==> config.mk <==
export PLATFORM = sky130hd
export DESIGN_NAME = lcd_spi_rx
export DESIGN_NICKNAME = d
export VERILOG_FILES = /design/src/rtl/lcd_spi_rx.sv
export SDC_FILE = /design/constraint.sdc
export NUM_CORES = 1
export LEC_CHECK = 0
export CAP_MARGIN = 20
export CORE_MARGIN = 8
export CORE_UTILIZATION = 39
export CTS_CLUSTER_SIZE = 40
export DETAILED_ROUTE_END_ITERATION = 10
export HOLD_SLACK_MARGIN = 0.03
export PLACE_DENSITY = 0.72
export SLEW_MARGIN = 10
export SYNTH_ARGS = -nofsm -noshare
export SYNTH_HDL_FRONTEND = slang
export SYNTH_SLANG_ARGS = --single-unit
==> constraint.sdc <==
create_clock -name clk -period 3.3 [get_ports clk]
set_input_delay 0.66 -clock clk [delete_from_list [all_inputs] [get_ports clk]]
set_output_delay 0.66 -clock clk [all_outputs]
set_load 0.05 [all_outputs]
==> src/rtl/lcd_spi_rx.sv <==
// Receiver for the 4-wire LCD serial link: deserialises command/data bytes and pairs data bytes into 16-bit words.
// Define LCD_SPI_RX_WORD_EN to build the byte-pairing logic; otherwise word/word_valid are tied to 0.
module lcd_spi_rx #(
  parameter int SYNC_STAGES = 2
) (
  input  logic        clk,
  input  logic        reset,
  input  logic        lcd_sck,
  input  logic        lcd_sdi,
  input  logic        lcd_dc,
  input  logic        lcd_cs_n,
  output logic [7:0]  rx_byte,
  output logic        cmd_valid,
  output logic        data_valid,
  output logic [15:0] word,
  output logic        word_valid,
  output logic [15:0] data_count,
  output logic        frame_err,
  output logic        busy
);

  typedef enum logic {
    IDLE,
    SHIFT
  } state_t;

  logic [SYNC_STAGES-1:0] sckSr;
  logic [SYNC_STAGES-1:0] sdiSr;
  logic [SYNC_STAGES-1:0] dcSr;
  logic [SYNC_STAGES-1:0] csSr;
  logic                   sckS;
  logic                   sdiS;
  logic                   dcS;
  logic                   csS;
  logic                   sckPrev;
  logic                   csPrev;
  logic                   rise;
  logic                   csRise;

  state_t                 stateQ;
  state_t                 stateD;
  logic [2:0]             bitCnt;
  logic [2:0]             bitCntD;
  logic [6:0]             shifter;
  logic [6:0]             shiftD;
  logic                   byteDoneD;
  logic                   errD;

  logic                   doneQ;
  logic [7:0]             byteQ;
  logic                   dcQ;

  always_ff @(posedge clk) begin
    if (reset) begin
      sckSr   <= '0;
      sdiSr   <= '0;
      dcSr    <= '0;
      csSr    <= '1;
      sckPrev <= 1'b0;
      csPrev  <= 1'b1;
    end else begin
      sckSr   <= {sckSr[SYNC_STAGES-2:0], lcd_sck};
      sdiSr   <= {sdiSr[SYNC_STAGES-2:0], lcd_sdi};
      dcSr    <= {dcSr[SYNC_STAGES-2:0], lcd_dc};
      csSr    <= {csSr[SYNC_STAGES-2:0], lcd_cs_n};
      sckPrev <= sckS;
      csPrev  <= csS;
    end
  end

  assign sckS   = sckSr[SYNC_STAGES-1];
  assign sdiS   = sdiSr[SYNC_STAGES-1];
  assign dcS    = dcSr[SYNC_STAGES-1];
  assign csS    = csSr[SYNC_STAGES-1];
  assign rise   = sckS & ~sckPrev;
  assign csRise = csS & ~csPrev;

  always_ff @(posedge clk) begin
    if (reset) begin
      stateQ  <= IDLE;
      bitCnt  <= '0;
      shifter <= '0;
    end else begin
      stateQ  <= stateD;
      bitCnt  <= bitCntD;
      shifter <= shiftD;
    end
  end

  // A final bit arriving together with CS_n release still completes the byte.
  always_comb begin
    stateD    = stateQ;
    bitCntD   = bitCnt;
    shiftD    = shifter;
    byteDoneD = 1'b0;
    errD      = 1'b0;
    case (stateQ)
      IDLE: begin
        if (!csS) begin
          stateD  = SHIFT;
          bitCntD = '0;
        end
      end
      SHIFT: begin
        if (rise) begin
          shiftD  = {shifter[5:0], sdiS};
          bitCntD = bitCnt + 3'd1;
          if (bitCnt == 3'd7) begin
            byteDoneD = 1'b1;
          end
        end
        if (csS) begin
          stateD  = IDLE;
          bitCntD = '0;
          if ((bitCnt != 3'd0) && !byteDoneD) begin
            errD = 1'b1;
          end
        end
      end
      default: begin
        stateD  = IDLE;
        bitCntD = '0;
      end
    endcase
  end

  assign busy = (stateQ == SHIFT) && (bitCnt != 3'd0);

  always_ff @(posedge clk) begin
    if (reset) begin
      doneQ     <= 1'b0;
      byteQ     <= '0;
      dcQ       <= 1'b0;
      frame_err <= 1'b0;
    end else begin
      doneQ     <= byteDoneD;
      frame_err <= errD;
      if (byteDoneD) begin
        byteQ <= {shifter, sdiS};
        dcQ   <= dcS;
      end
    end
  end

  always_ff @(posedge clk) begin
    if (reset) begin
      rx_byte    <= '0;
      cmd_valid  <= 1'b0;
      data_valid <= 1'b0;
      data_count <= '0;
    end else begin
      cmd_valid  <= doneQ & ~dcQ;
      data_valid <= doneQ & dcQ;
      if (doneQ) begin
        rx_byte <= byteQ;
        if (!dcQ) begin
          data_count <= '0;
        end else if (data_count != 16'hFFFF) begin
          data_count <= data_count + 16'd1;
        end
      end
    end
  end

`ifdef LCD_SPI_RX_WORD_EN
  logic       csRiseQ;
  logic       haveHigh;
  logic [7:0] hiByte;

  // CS_n rise is delayed to line up with the byte pipeline so a byte
  // finishing on that same edge is paired before the pairing resets.
  always_ff @(posedge clk) begin
    if (reset) begin
      csRiseQ    <= 1'b0;
      haveHigh   <= 1'b0;
      hiByte     <= '0;
      word       <= '0;
      word_valid <= 1'b0;
    end else begin
      csRiseQ    <= csRise;
      word_valid <= 1'b0;
      if (doneQ && !dcQ) begin
        haveHigh <= 1'b0;
      end else if (doneQ && dcQ) begin
        if (!haveHigh) begin
          hiByte   <= byteQ;
          haveHigh <= 1'b1;
        end else begin
          word       <= {hiByte, byteQ};
          word_valid <= 1'b1;
          haveHigh   <= 1'b0;
        end
      end
      if (csRiseQ) begin
        haveHigh <= 1'b0;
      end
    end
  end
`else
  logic unusedCsRise;
  assign unusedCsRise = csRise;
  assign word         = '0;
  assign word_valid   = 1'b0;
`endif

endmodule

# Word level (Yosys, flattened, before mapping)
# Index checks and enable logic that the tools add are counted.
[totals] reg_bits=57 in_bits=6 output_inout_bits=45 word_cells=50
[classes] reduce_logical=8 bitwise_logic=7 n_mux=12 eq_ne=5 n_addsub=2
[op_table] op="$mux 16" n=2
[op_table] op="$add 16x1->16 const B" n=1
[op_table] op="$ne 16x16->1 const B" n=1
[op_table] op="$mux 3" n=3
[op_table] op="$mux 1" n=6
[op_table] op="$pmux 3 s2" n=1
[op_table] op="$reduce_and 2->1" n=3
[op_table] op="$not 1->1" n=4
[op_table] op="$add 3x1->3 const B" n=1
[op_table] op="$and 1x1->1" n=3
[op_table] op="$eq 3x3->1 const B" n=1
[op_table] op="$ne 3x3->1 const B" n=1
[op_table] op="$reduce_bool 3->1" n=1
[op_table] op="$reduce_or 3->1" n=1
[op_table] op="$logic_and 1x1->1" n=2
[op_table] op="$ne 2x1->1 const B" n=1
[op_table] op="$ne 2x2->1 const B" n=1
[op_table] op="$logic_not 1->1" n=1

# Depth between registers and ports, before layout
[logic_depth] depth_word=7 depth_mapped=7 depth_no_buf=6

# Least setup slack after synthesis
# OpenSTA, ideal clock, no wires.
[synth_path] kind="register to output" from="register bitCnt[0]" to="output port busy" required_time_ps=2640 arrival_time_ps=1723 stages_incl_launch_ff=4 setup_slack_ps=917 path_buffers=0 cell_sequence="dfxtp_1 > inv_1 > ha_1 > a21boi_0"
[synth_via] elab_chain_cells=2
[synth_lines] item="from (decl)" line="42" rtl="logic [2:0] bitCnt;"
[synth_lines] item="from (signal assigned)" line="85" rtl="bitCnt <= bitCntD;"
[synth_lines] item="$reduce_bool 3->1" line="127" rtl="assign busy = (stateQ == SHIFT) && (bitCnt != 3'd0);"
[synth_lines] item="$logic_and 1x1->1" line="127"
[synth_lines] item="to (decl)" line="19" rtl="output logic busy"
# Every way passes these cells.

# Worst setup path in the final report
[layout_path] from="register stateQ" to="output port busy"
[layout_via] elab_chain_cells=1
[layout_lines] item="from (decl)" line="40" rtl="state_t stateQ;"
[layout_lines] item="from (signal assigned)" line="84" rtl="stateQ <= stateD;"
[layout_lines] item="$logic_and 1x1->1" line="127"
# Every way passes these cells.

==> flow_metrics.py <==
metrics = {
    "status": {
        "status": "finished, final reports clean",
    },
    "global_route": {
        "antenna_found_initial": 0,
        "gr-usage-all-layers": 0.1186,
        "grt_pass1_vias": 1862,
        "grt_max_degree": 59,
        "grt_overflow": 0,
        "grt_pass1_wl_mm": 8.507,
    },
    "cells_and_area": {
        "antennaDiodeCount": 0,
        "nets": 318,
        "drive_gt1_frac": 0.07348,
        "syn_to_final_growth_pct": 20.78,
        "final_common_cell": "dfxtp_1",
        "fin_util": 0.4747,
        "fill_cells": 583,
        "final_cell_mix": "dfxtp_1 (57), nand2_1 (43), clkdlybuf4s50_1 (32)",
    },
    "hold_path": {
        "hold_path_class": "reg -> reg",
        "whs_path_depth": 1,
    },
    "clock_network": {
        "clkTransAtPathRegs_ps": 70,
        "cts_buffers": 9,
        "cts_setup_buffers": 0,
        "cts_tree": "yes",
        "postCtsHoldBufs": 0,
        "cts_sinks": 57,
        "cts_resized": 0,
        "clock_insertion_delay_worst_skew_ps": 320,
        "root_buffer": "clkbuf_8",
        "clockBufferDepth": 2,
        "h-tree-depth": 3,
    },
    "worst_setup_path": {
        "reg2reg_depth": 6,
        "crit_arrival_ps": 2010,
        "startpoint_type": "flop",
        "critPathRequiredTime_ps": 2640,
        "endpoint_kind": "output pin",
        "crit_type": "reg -> out",
        "cp_max_fo": 13,
    },
    "power": {
        "power.density_nw_per_um2": 502.9,
        "p_leak_nw": 1.034,
        "max-vdd-ir-drop_v": 0.0001842,
    },
    "die": {
        "core_area_sq_um": 6205,
        "start_util": 0.3930,
        "die_area_sq_um": 9039,
        "fp-row-count": 29,
        "top_level_ports": 51,
        "die_h_um": 95.08,
        "dieWidth_um": 95.08,
    },
    "yosys": {
        "ys_seq_area_frac": 0.4679,
        "ys_ff_latch": 57,
        "syn_area_per_cell_sq_um": 8.740,
        "synthFlopType": "dfxtp_1",
        "yosysWarnings": 0,
        "synthCells": 279,
        "synthesis.area_sq_um": 2439,
        "synth-edff-count": 0,
        "synth_cell_types": 45,
        "ys_async_sr_fraction": 0,
    },
    "timing": {
        "max_freq_mhz": 374.1,
        "period_share": 0.8099,
        "maxSlewHeadroom": 0.3471,
        "tightest_slew_ps": 979.3,
        "fin_crit_ps": 2673,
        "final-setup-viol-count": 0,
        "skew_ps": 10.10,
        "drv_slew": 0,
        "rsz0062_at_grt": "no",
        "fin_tns_setup_ps": 0,
        "finalHoldViolCount": 0,
    },
    "route": {
        "wl_mm": 5.189,
        "ant_nets": 0,
        "via_count": 1989,
        "first_pass_iters": 5,
        "initialDrtViolationCount": 124,
        "drc": 0,
        "vias_per_cell": 5.100,
        "post_drt_wl_per_cell_um": 13.31,
    },
    "placement": {
        "io_buffer_count": 33,
        "place.gp.congestion": 0.7657,
        "hpwl_mm": 3.490,
    },
    "job": {
        "max_cap_violations": 0,
    },
}
critical path, cell delays in order, from the launching register on:
cell and delay (ps):
dfxtp_1 560, a21boi_0 270, clkdlybuf4s50_1 850
layer usage:
metal,part of all wire,GRT usage,vias up
met3,0.069,0.03858,4
met4,0.013,0.07542,0
li1,-,-,998
met1,0.45,0.1414,925
met2,0.47,0.1807,62
met5,0,0,-
metrics by stage:
stage	setup WS, ps	power [mW]	hold WS (ps)	area [sq um]	instances
after floorplan	916.9	0.7844	389.5	2499	295
after global routing	485.0	1.521	434.7	2945	390
after global placement	1015	0.7764	413.5	2719	374
after detailed placement	980.1	0.7769	412.6	2719	374
after CTS	616.4	1.490	423.0	2945	390
final	627.2	1.481	423.2	2945	390
state kept, by name (all words and copies together) (netlist names):
register and cells:
sckSr 2, data_valid 1, stateQ 1, sckPrev 1, rx_byte 8, data_count 16
dcQ 1, shifter 7, csSr 2, doneQ 1, byteQ 8, dcSr 2
bitCnt 3, cmd_valid 1, frame_err 1, sdiSr 2
path summary, 6_finish.rpt:
kind,startpoint,to,slack [ps]
setup / recovery,stateQ,busy,630
setup reg to reg,data_count[0],data_count[3],1310
hold / removal,csSr[0],csSr[1],420
hold reg to reg,csSr[0],csSr[1],420
logic make-up (layout without fill, tap and decap cells):
| kind of cell | after synthesis | after routing | share of synthesized area |
|---|---|---|---|
| AO/OA/AOI/OAI | 54 | 54 | 0.1319 |
| flip-flops | 57 | 57 | 0.4679 |
| other | 1 | 17 | 0.001538 |
| multiplexers | 11 | 11 | 0.04567 |
| AND/OR/NAND/NOR | 114 | 114 | 0.2355 |
| buffers and inverters | 37 | 55 | 0.09338 |
| adder cells (fa/ha/maj) | 4 | 4 | 0.02052 |
| XOR/XNOR | 1 | 1 | 0.003592 |
synthesized netlist by cell type, types with 3 or more instances:
| cell | n | area (sq um) |
|---|---|---|
| mux2i_1 | 10 | 100.1 |
| dfxtp_1 | 57 | 1141 |
| nor2_1 | 21 | 78.83 |
| inv_1 | 5 | 18.77 |
| and3_1 | 3 | 18.77 |
| ha_1 | 4 | 50.05 |
| nor3_1 | 6 | 30.03 |
| and4_1 | 3 | 26.28 |
| a21oi_1 | 28 | 140.1 |
| nor2b_1 | 8 | 50.05 |
| o21ai_0 | 9 | 45.04 |
| clkbuf_1 | 8 | 30.03 |
| nand2_1 | 43 | 161.4 |
| buf_4 | 18 | 135.1 |
| nand4_1 | 3 | 18.77 |
| nand3_1 | 14 | 70.07 |
| a311oi_1 | 5 | 43.79 |
where the power goes:
| group | leakage [nW] | switching [mW] | internal [mW] |
|---|---|---|---|
| Combinational | 0.457 | 0.0568 | 0.00924 |
| Sequential | 0.461 | 0.00286 | 0.693 |
| Clock | 0.116 | 0.266 | 0.453 |
| Total | 1.03 | 0.326 | 1.16 |
layout make-up:
class	count	area [sq um]	area share
clock buffer	15	196.4	0.06669
inverter	5	18.77	0.006372
multi-input combinational	201	1130	0.3836
timing repair buffer	34	332.8	0.1130
clock inverter	1	30.03	0.01020
tap	77	96.34	0.03271
sequential	57	1141	0.3874
(Power assumes the default switching activity.)
